$ cat src/rtl/shift_pkg.sv
// ---------------------------------------------------------------------------
// shift_pkg
// Shared constants and types for the iterative shifters of the 32-bit
// R-type datapath.
//   WIDTH       : operand/result width
//   SHW         : shift-amount width (log2 WIDTH)
//   shl_state_t : control states of the iterative left shifter
// ---------------------------------------------------------------------------
package shift_pkg;

   localparam int WIDTH = 32;
   localparam int SHW   = 5;

   // Two-bit encoding; the fourth code is unused and recovers to IDLE.
   typedef enum logic [1:0] {
      IDLE  = 2'd0,
      SHIFT = 2'd1,
      DONE  = 2'd2
   } shl_state_t;

endpackage : shift_pkg

$ cat src/rtl/mux2to1.sv
// ---------------------------------------------------------------------------
// mux2to1
// Single-bit two-input multiplexer, the leaf cell of the shift levels.
// Ports:
//   a0  in  : selected when sel = 0
//   a1  in  : selected when sel = 1
//   sel in  : select
//   y   out : multiplexer output
// ---------------------------------------------------------------------------
module mux2to1 (
   input  logic a0,
   input  logic a1,
   input  logic sel,
   output logic y
);

   assign y = sel ? a1 : a0;

endmodule : mux2to1

$ cat src/rtl/shl1_level.sv
// ---------------------------------------------------------------------------
// shl1_level
// One left-shift-by-one mux level: m = s ? {a[WIDTH-2:0], 1'b0} : a.
// Mirror of the right-shift level, built from one mux2to1 per bit.
// Ports:
//   a  in  WIDTH : operand
//   s  in  1     : 1 = shift left by one (zero fill), 0 = pass through
//   m  out WIDTH : level output
// ---------------------------------------------------------------------------
module shl1_level #(
   parameter int WIDTH = shift_pkg::WIDTH
) (
   input  logic [WIDTH-1:0] a,
   input  logic             s,
   output logic [WIDTH-1:0] m
);

   for (genvar i = 0; i < WIDTH; i++) begin : g_bit
      if (i == 0) begin : g_lsb
         // LSB receives the logical-shift fill bit.
         mux2to1 u_mux (
            .a0  (a[0]),
            .a1  (1'b0),
            .sel (s),
            .y   (m[0])
         );
      end else begin : g_upper
         mux2to1 u_mux (
            .a0  (a[i]),
            .a1  (a[i-1]),
            .sel (s),
            .y   (m[i])
         );
      end
   end

endmodule : shl1_level

$ cat src/rtl/seq_shift_left.sv
// ---------------------------------------------------------------------------
// seq_shift_left
// Iterative logical left shifter (sll/sllv): one bit position per clock
// through a single shl1_level, with a start/busy/done handshake.
// Ports:
//   clk     in  1     : clock, all state on rising edge
//   rst     in  1     : synchronous active-high reset (priority over start)
//   start   in  1     : request, sampled only in IDLE or DONE
//   data_in in  WIDTH : operand, captured on accepted start
//   shamt   in  SHW   : shift amount, captured on accepted start
//   busy    out 1     : registered, high while shifting
//   done    out 1     : registered one-cycle pulse, result valid
//   result  out WIDTH : registered data_in << shamt, held until next done
// ---------------------------------------------------------------------------
module seq_shift_left #(
   parameter int WIDTH = shift_pkg::WIDTH,
   parameter int SHW   = shift_pkg::SHW
) (
   input  logic             clk,
   input  logic             rst,
   input  logic             start,
   input  logic [WIDTH-1:0] data_in,
   input  logic [SHW-1:0]   shamt,
   output logic             busy,
   output logic             done,
   output logic [WIDTH-1:0] result
);

   import shift_pkg::*;

   shl_state_t       state_r;
   shl_state_t       next_state_s;
   logic             accept_s;
   logic             shift_s;
   logic [WIDTH-1:0] work_r;
   logic [SHW-1:0]   cnt_r;
   logic [WIDTH-1:0] shifted_s;
   logic [WIDTH-1:0] done_value_s;
   logic             busy_r;
   logic             done_r;
   logic [WIDTH-1:0] result_r;

   // Single shift level; only enabled while in SHIFT.
   shl1_level #(
      .WIDTH (WIDTH)
   ) u_level (
      .a (work_r),
      .s (shift_s),
      .m (shifted_s)
   );

   // State register.
   always_ff @(posedge clk) begin
      if (rst) begin
         state_r <= IDLE;
      end else begin
         state_r <= next_state_s;
      end
   end

   // Next-state logic and datapath controls.
   always_comb begin
      next_state_s = IDLE;
      accept_s     = 1'b0;
      shift_s      = 1'b0;
      case (state_r)
         IDLE, DONE: begin
            // DONE accepts exactly like IDLE, giving back-to-back operation.
            if (start) begin
               accept_s = 1'b1;
               if (shamt == {SHW{1'b0}}) begin
                  next_state_s = DONE;
               end else begin
                  next_state_s = SHIFT;
               end
            end else begin
               next_state_s = IDLE;
            end
         end
         SHIFT: begin
            shift_s = 1'b1;
            // Leaving at cnt==1 keeps cnt from ever decrementing past zero.
            if (cnt_r == SHW'(1)) begin
               next_state_s = DONE;
            end else begin
               next_state_s = SHIFT;
            end
         end
         default: begin
            next_state_s = IDLE;
         end
      endcase
   end

   // Value latched into result on entry to DONE: the operand itself for a
   // zero shift, otherwise the output of the final shift step.
   always_comb begin
      done_value_s = shifted_s;
      if (accept_s) begin
         done_value_s = data_in;
      end else begin
         done_value_s = shifted_s;
      end
   end

   // Datapath registers: working value, remaining count, result, flags.
   always_ff @(posedge clk) begin
      if (rst) begin
         work_r   <= {WIDTH{1'b0}};
         cnt_r    <= {SHW{1'b0}};
         result_r <= {WIDTH{1'b0}};
         busy_r   <= 1'b0;
         done_r   <= 1'b0;
      end else begin
         if (accept_s) begin
            work_r <= data_in;
            cnt_r  <= shamt;
         end else if (shift_s) begin
            work_r <= shifted_s;
            cnt_r  <= cnt_r - SHW'(1);
         end else begin
            work_r <= work_r;
            cnt_r  <= cnt_r;
         end
         if (next_state_s == DONE) begin
            result_r <= done_value_s;
         end else begin
            result_r <= result_r;
         end
         busy_r <= (next_state_s == SHIFT);
         done_r <= (next_state_s == DONE);
      end
   end

   assign busy   = busy_r;
   assign done   = done_r;
   assign result = result_r;

endmodule : seq_shift_left

$ cat config.mk
export PLATFORM = sky130hd
export DESIGN_NAME = seq_shift_left
export DESIGN_NICKNAME = d
export VERILOG_FILES = /design/src/rtl/shift_pkg.sv /design/src/rtl/mux2to1.sv /design/src/rtl/shl1_level.sv /design/src/rtl/seq_shift_left.sv
export SDC_FILE = /design/constraint.sdc
export NUM_CORES = 1
export LEC_CHECK = 0
export CORE_MARGIN = 2
export CORE_UTILIZATION = 30
export DETAILED_ROUTE_END_ITERATION = 10
export PLACE_DENSITY = 0.56
export SYNTH_ARGS = -nofsm -noshare
export SYNTH_HDL_FRONTEND = slang
export SYNTH_SLANG_ARGS = --single-unit
export TNS_END_PERCENT = 20
$ cat constraint.sdc
create_clock -name clk -period 2.7 [get_ports clk]
set_input_delay 0.81 -clock clk [delete_from_list [all_inputs] [get_ports clk]]
set_output_delay 0.81 -clock clk [all_outputs]
set_load 0.03 [all_outputs]
== Word-level counts from Yosys, hierarchy flattened ==
Cells that the tools add are included.
Word-level totals
  register bits: 73
  latch bits: 0
  memory bits (writable): 0
  bits in read-only memories: 0
  input bits: 40
  logic and storage cells: 60
  memories: 0
Operators by class
  add/sub/neg operators: 1
  $mul: 0
  div/mod/pow operators: 0
  $lt $le $gt $ge: 0
  equal/unequal tests: 5
  shifts and indexed selects: 0
  multiplexer cells: 44
  bitwise logic cells: 0
  reductions and logical operators: 4
Operators by type and width (count)
  $mux W32: 3
  $mux W1: 35
  $mux W5: 2
  $mux W2: 3
  $eq A5 B1 Y1 const B: 1
  $logic_not A5 Y1: 1
  $sub A5 B1 Y5 const B: 1
  $eq A2 B1 Y1 const B: 2
  $eq A2 B2 Y1 const B: 2
  $pmux W2 S2: 1
  $logic_not A2 Y1: 1
  $reduce_bool A2 Y1: 1
  $reduce_or A2 Y1: 1

== Longest topological paths before layout ==
  depth after elaboration: 5
  gate-level depth with buffers: 8
  depth with buffers taken out: 6

== Modules after synthesis ==
A second synthesis with hierarchy kept.
Unflattened totals
  cell total of the unflattened synthesis: 334
  area, all modules: 3838.7 um2
By module, submodules not included
  seq_shift_left: instances 1, cells an instance 301, area an instance 3354.5 um2, seq. area each 1461.4 um2
  mux2to1: instances 32, cells an instance 1, area an instance 15.0 um2, seq. area each 0.0 um2
  shl1_level: instances 1, cells an instance 1, area an instance 3.8 um2, seq. area each 0.0 um2

== Worst setup path after synthesis ==
OpenSTA, ideal clock, no wires.
  path kind: in2reg
  start point: input shamt[3]
  end point: register result_r[0] (netlist: result[0])
  setup time: 0.140 ns
  arrival: 2.057 ns
  setup slack: 0.503 ns
  stages: 5
  buffers on the path: 2
  path through: or4_4 -> o32ai_4 -> buf_6 -> buf_2 -> a211oi_1
On the way
  longest elaborated chain between the ends: 5
Ends and longest elaborated chain
  start: declaration: RTL line seq_shift_left.sv:23  | input logic [SHW-1:0] shamt,
  $logic_not A5 Y1: RTL line seq_shift_left.sv:71  | if (shamt == {SHW{1'b0}}) begin
  $mux W2: RTL line seq_shift_left.sv:71
  $mux W2: RTL line seq_shift_left.sv:69  | if (start) begin
  $pmux W2 S2: RTL line seq_shift_left.sv:66  | case (state_r)
  $eq A2 B2 Y1: RTL line seq_shift_left.sv:125  | if (next_state_s == DONE) begin
  end signal: assignment: RTL line seq_shift_left.sv:111  | result_r <= {WIDTH{1'b0}};
  end signal: assignment: RTL line seq_shift_left.sv:126  | result_r <= done_value_s;
  end signal: assignment: RTL line seq_shift_left.sv:128  | result_r <= result_r;
  end: declaration: RTL line seq_shift_left.sv:41  | logic [WIDTH-1:0] result_r;
No other way between the ends.
A chain may end at the register's enable or synchronous reset.

== Final worst setup path ==
  start point: input shamt[3]
  end point: register result_r[25] (netlist: result[25])
Same word-level chain as after synthesis.

==> impl_metrics.ini <==
[run_status]
status = completed

[power_and_ir_drop]
switching_power_uw = 758.3
p_leak_nw = 1.404
power.share.clock_pct = 37.2
combPwrFrac_pct = 19.6
sw_frac_of_total_pct = 27.02
powerDensity_nw_per_um2 = 684.6
p_int_mw = 2.048
ir_drop_mv = 0.2354
finalPower_mw = 2.806
seq_power_share_pct = 43.2

[synthesis]
synth-main-ff-cell = dfxtp_1
ys_top_cells_by_area = dfxtp_1, nor2_1, o22a_1
ys_warn_count = 0
synthTopCellsByCount = dfxtp_1, nor2_1, o21ai_0, nor3_1, o22a_1
yosys.cell_types.count = 26
ys_ff_latch = 73
synthCells = 334
yosysTopAreaCell = dfxtp_1
ys_seq_area_share_pct = 49.30
synth_edf_count = 0
avgSynthCellArea_sq_um = 8.875
synth_area_sq_um = 2964
synth_top_area_share_pct = 49.30
synth-async-reset-ratio_pct = 0
syn-num-nets = 376

[worst_setup_path]
slowest_delay_ns = 0.56
worstSetupStartpointType = primary input
reg2reg_depth = 6
cp_cell_sequence = clkdlybuf4s50_1 -> or4_4 -> o32ai_4 -> buf_12 -> nor2_1 -> a211oi_1
endpoint_kind = register
timing_worst_setup_path_type = primary input to register
crit_slowest_cell = or4_4
cp.arrival_ns = 2.68
path_max_fanout = 39
worstPathRequired_ns = 2.95

[clock_network]
cts_setup_buffers = 0
cts_buffers = 9
tritoncts = built
cts.htree.levels = 3
cts.clk_slew.worst_paths_ns = 0.07
clk_path_buf_depth = 2
hold_buffers = 0
cts_sinks = 73
root_buffer = clkbuf_8
clk_latency_ns = 0.35
cts-resized-gates = 0

[floorplan]
core_area_sq_um = 9684
rows = 36
die_h_um = 103.4
chipWidth_um = 103.4
start_util_pct = 30.61
ios = 74
die-area_sq_um = 10690

[hold_path]
hold_class = register to register
whs_path_depth = 2

[route]
antenna_left = 0
viasPerCell = 4.771
drc = 0
first_pass_iters = 4
drtIter0Drc = 99
dr_total_vias = 2562
drt_wl_total_um = 7024
routedWlPerCell_um = 13.08

[place]
placed_area_sq_um = 3855
routabilityCongestion = 0.7733
numPortBuffers = 73
dp_hpwl_um = 4799

[layout]
fin_area_sq_um = 4099
nets = 441
diodes = 0
syn_to_final_growth_pct = 38.29
drive_gt1_share_pct = 9.406

[grt]
grt_start_max_net_pins = 40
grt_pass1_vias = 2434
antenna_found_initial = 0
grt_use_total_pct = 14.00
grt_remaining_overflow = 0
grt_pass1_wl_um = 11500

[sta]
rsz0062_at_grt = false
final_hold_viol_count = 0
max_slew.worst_pin.slew_ns = 0.5579
fin_skew_ns = 0.008116
hold_ws_ns = 0.4878
setup_viol_count_final = 0
timing.fmax_mhz = 412.7
finalSetupTns_ns = 0
report.final.slew_viol_count = 0
max_slew_margin_pct = 62.80
min_period_ns = 2.423
fin_crit_sh_pct = 89.74

[job]
cap_violations = 0
[final cells by class]
type / count / area, sq um
fillers: 974 / 5585
flip-flops and latches: 73 / 1461
multi-input cells: 228 / 1358
repair buffers: 84 / 858.3
well taps: 133 / 166.4
clock buffers: 11 / 141.4
clock inverters: 5 / 102.6
inverters: 3 / 11.26
[layout by cell type, fill, tap and decap left out]
cell / count
clkdlybuf4s50_1: 72
o32ai_4: 1
clkinvlp_4: 1
nor2_1: 73
ha_1: 2
nor3_1: 32
a22oi_1: 2
bufinv_16: 3
or4_4: 1
clkinv_2: 1
a32oi_1: 1
buf_12: 4
buf_2: 1
dfxtp_1: 73
clkbuf_1: 1
a2bb2oi_1: 1
clkbuf_8: 10
a211oi_2: 6
nand3_1: 2
or4b_1: 1
nand2_1: 1
buf_4: 7
inv_1: 3
o21ai_0: 34
a221oi_1: 2
a21oi_1: 5
a211oi_1: 26
nand2b_2: 2
o22a_1: 31
nand2_2: 1
nor2b_1: 4
[routing by layer]
metal  track usage, %  vias to the layer above  wire length (um)
met5                0                        -                 0
met3            4.301                       10               375
met2            21.39                       62              3131
met4            5.769                        0                96
li1                 -                     1345                 -
met1            18.39                     1145              3421
[sequential cells by signal, summed over array words and instances (netlist names)]
register and count:
busy 1, state_r 2, result 32, cnt_r 5, work_r 32, done 1
[power groups by stage]
stage	Combinational, mW	Sequential [mW]	Clock, mW
4_1_cts	0.556	1.21	1.08
5_1_grt	0.618	1.22	1.12
3_3_place_gp	0.547	1.24	0
3_5_place_dp	0.551	1.24	0
6_report	0.551	1.21	1.04
2_1_floorplan	0.318	1.27	0
[final timing paths]
kind	startpoint	end	slack [ns]
max reg2reg	cnt_r[0]$_SDFFE_PP0P_	result[25]$_SDFFE_PP0N_	0.77
min	cnt_r[4]$_SDFFE_PP0P_	cnt_r[4]$_SDFFE_PP0P_	0.49
min reg2reg	cnt_r[4]$_SDFFE_PP0P_	cnt_r[4]$_SDFFE_PP0P_	0.49
max	shamt[3]	result[25]$_SDFFE_PP0N_	0.28
[critical path, delay by kind of cell]
family                 cells  cell delay [ns]
AO/OA/AOI/OAI              2             0.55
AND/OR/NAND/NOR            2             0.62
buffers and inverters      2             0.68
[logic make-up after synthesis]
logic type / Yosys count / share of synthesized area [%]
fa+ha+maj: 2 / 0.8441
simple gates: 117 / 17.22
flops: 73 / 49.30
buf+inv: 33 / 5.149
compound gates: 109 / 27.48
[per-stage QoR]
step / worst slack, ns / instances / utilization (%)
2_1_floorplan: 0.5033 / 334 / -
3_3_place_gp: -0.008115 / 521 / 39.81
3_5_place_dp: -0.07388 / 521 / 39.81
4_1_cts: 0.2879 / 537 / 42.33
5_1_grt: 0.1748 / 537 / 42.33
6_report: 0.2770 / 537 / 42.33
Power figures use the tool's default switching activity.
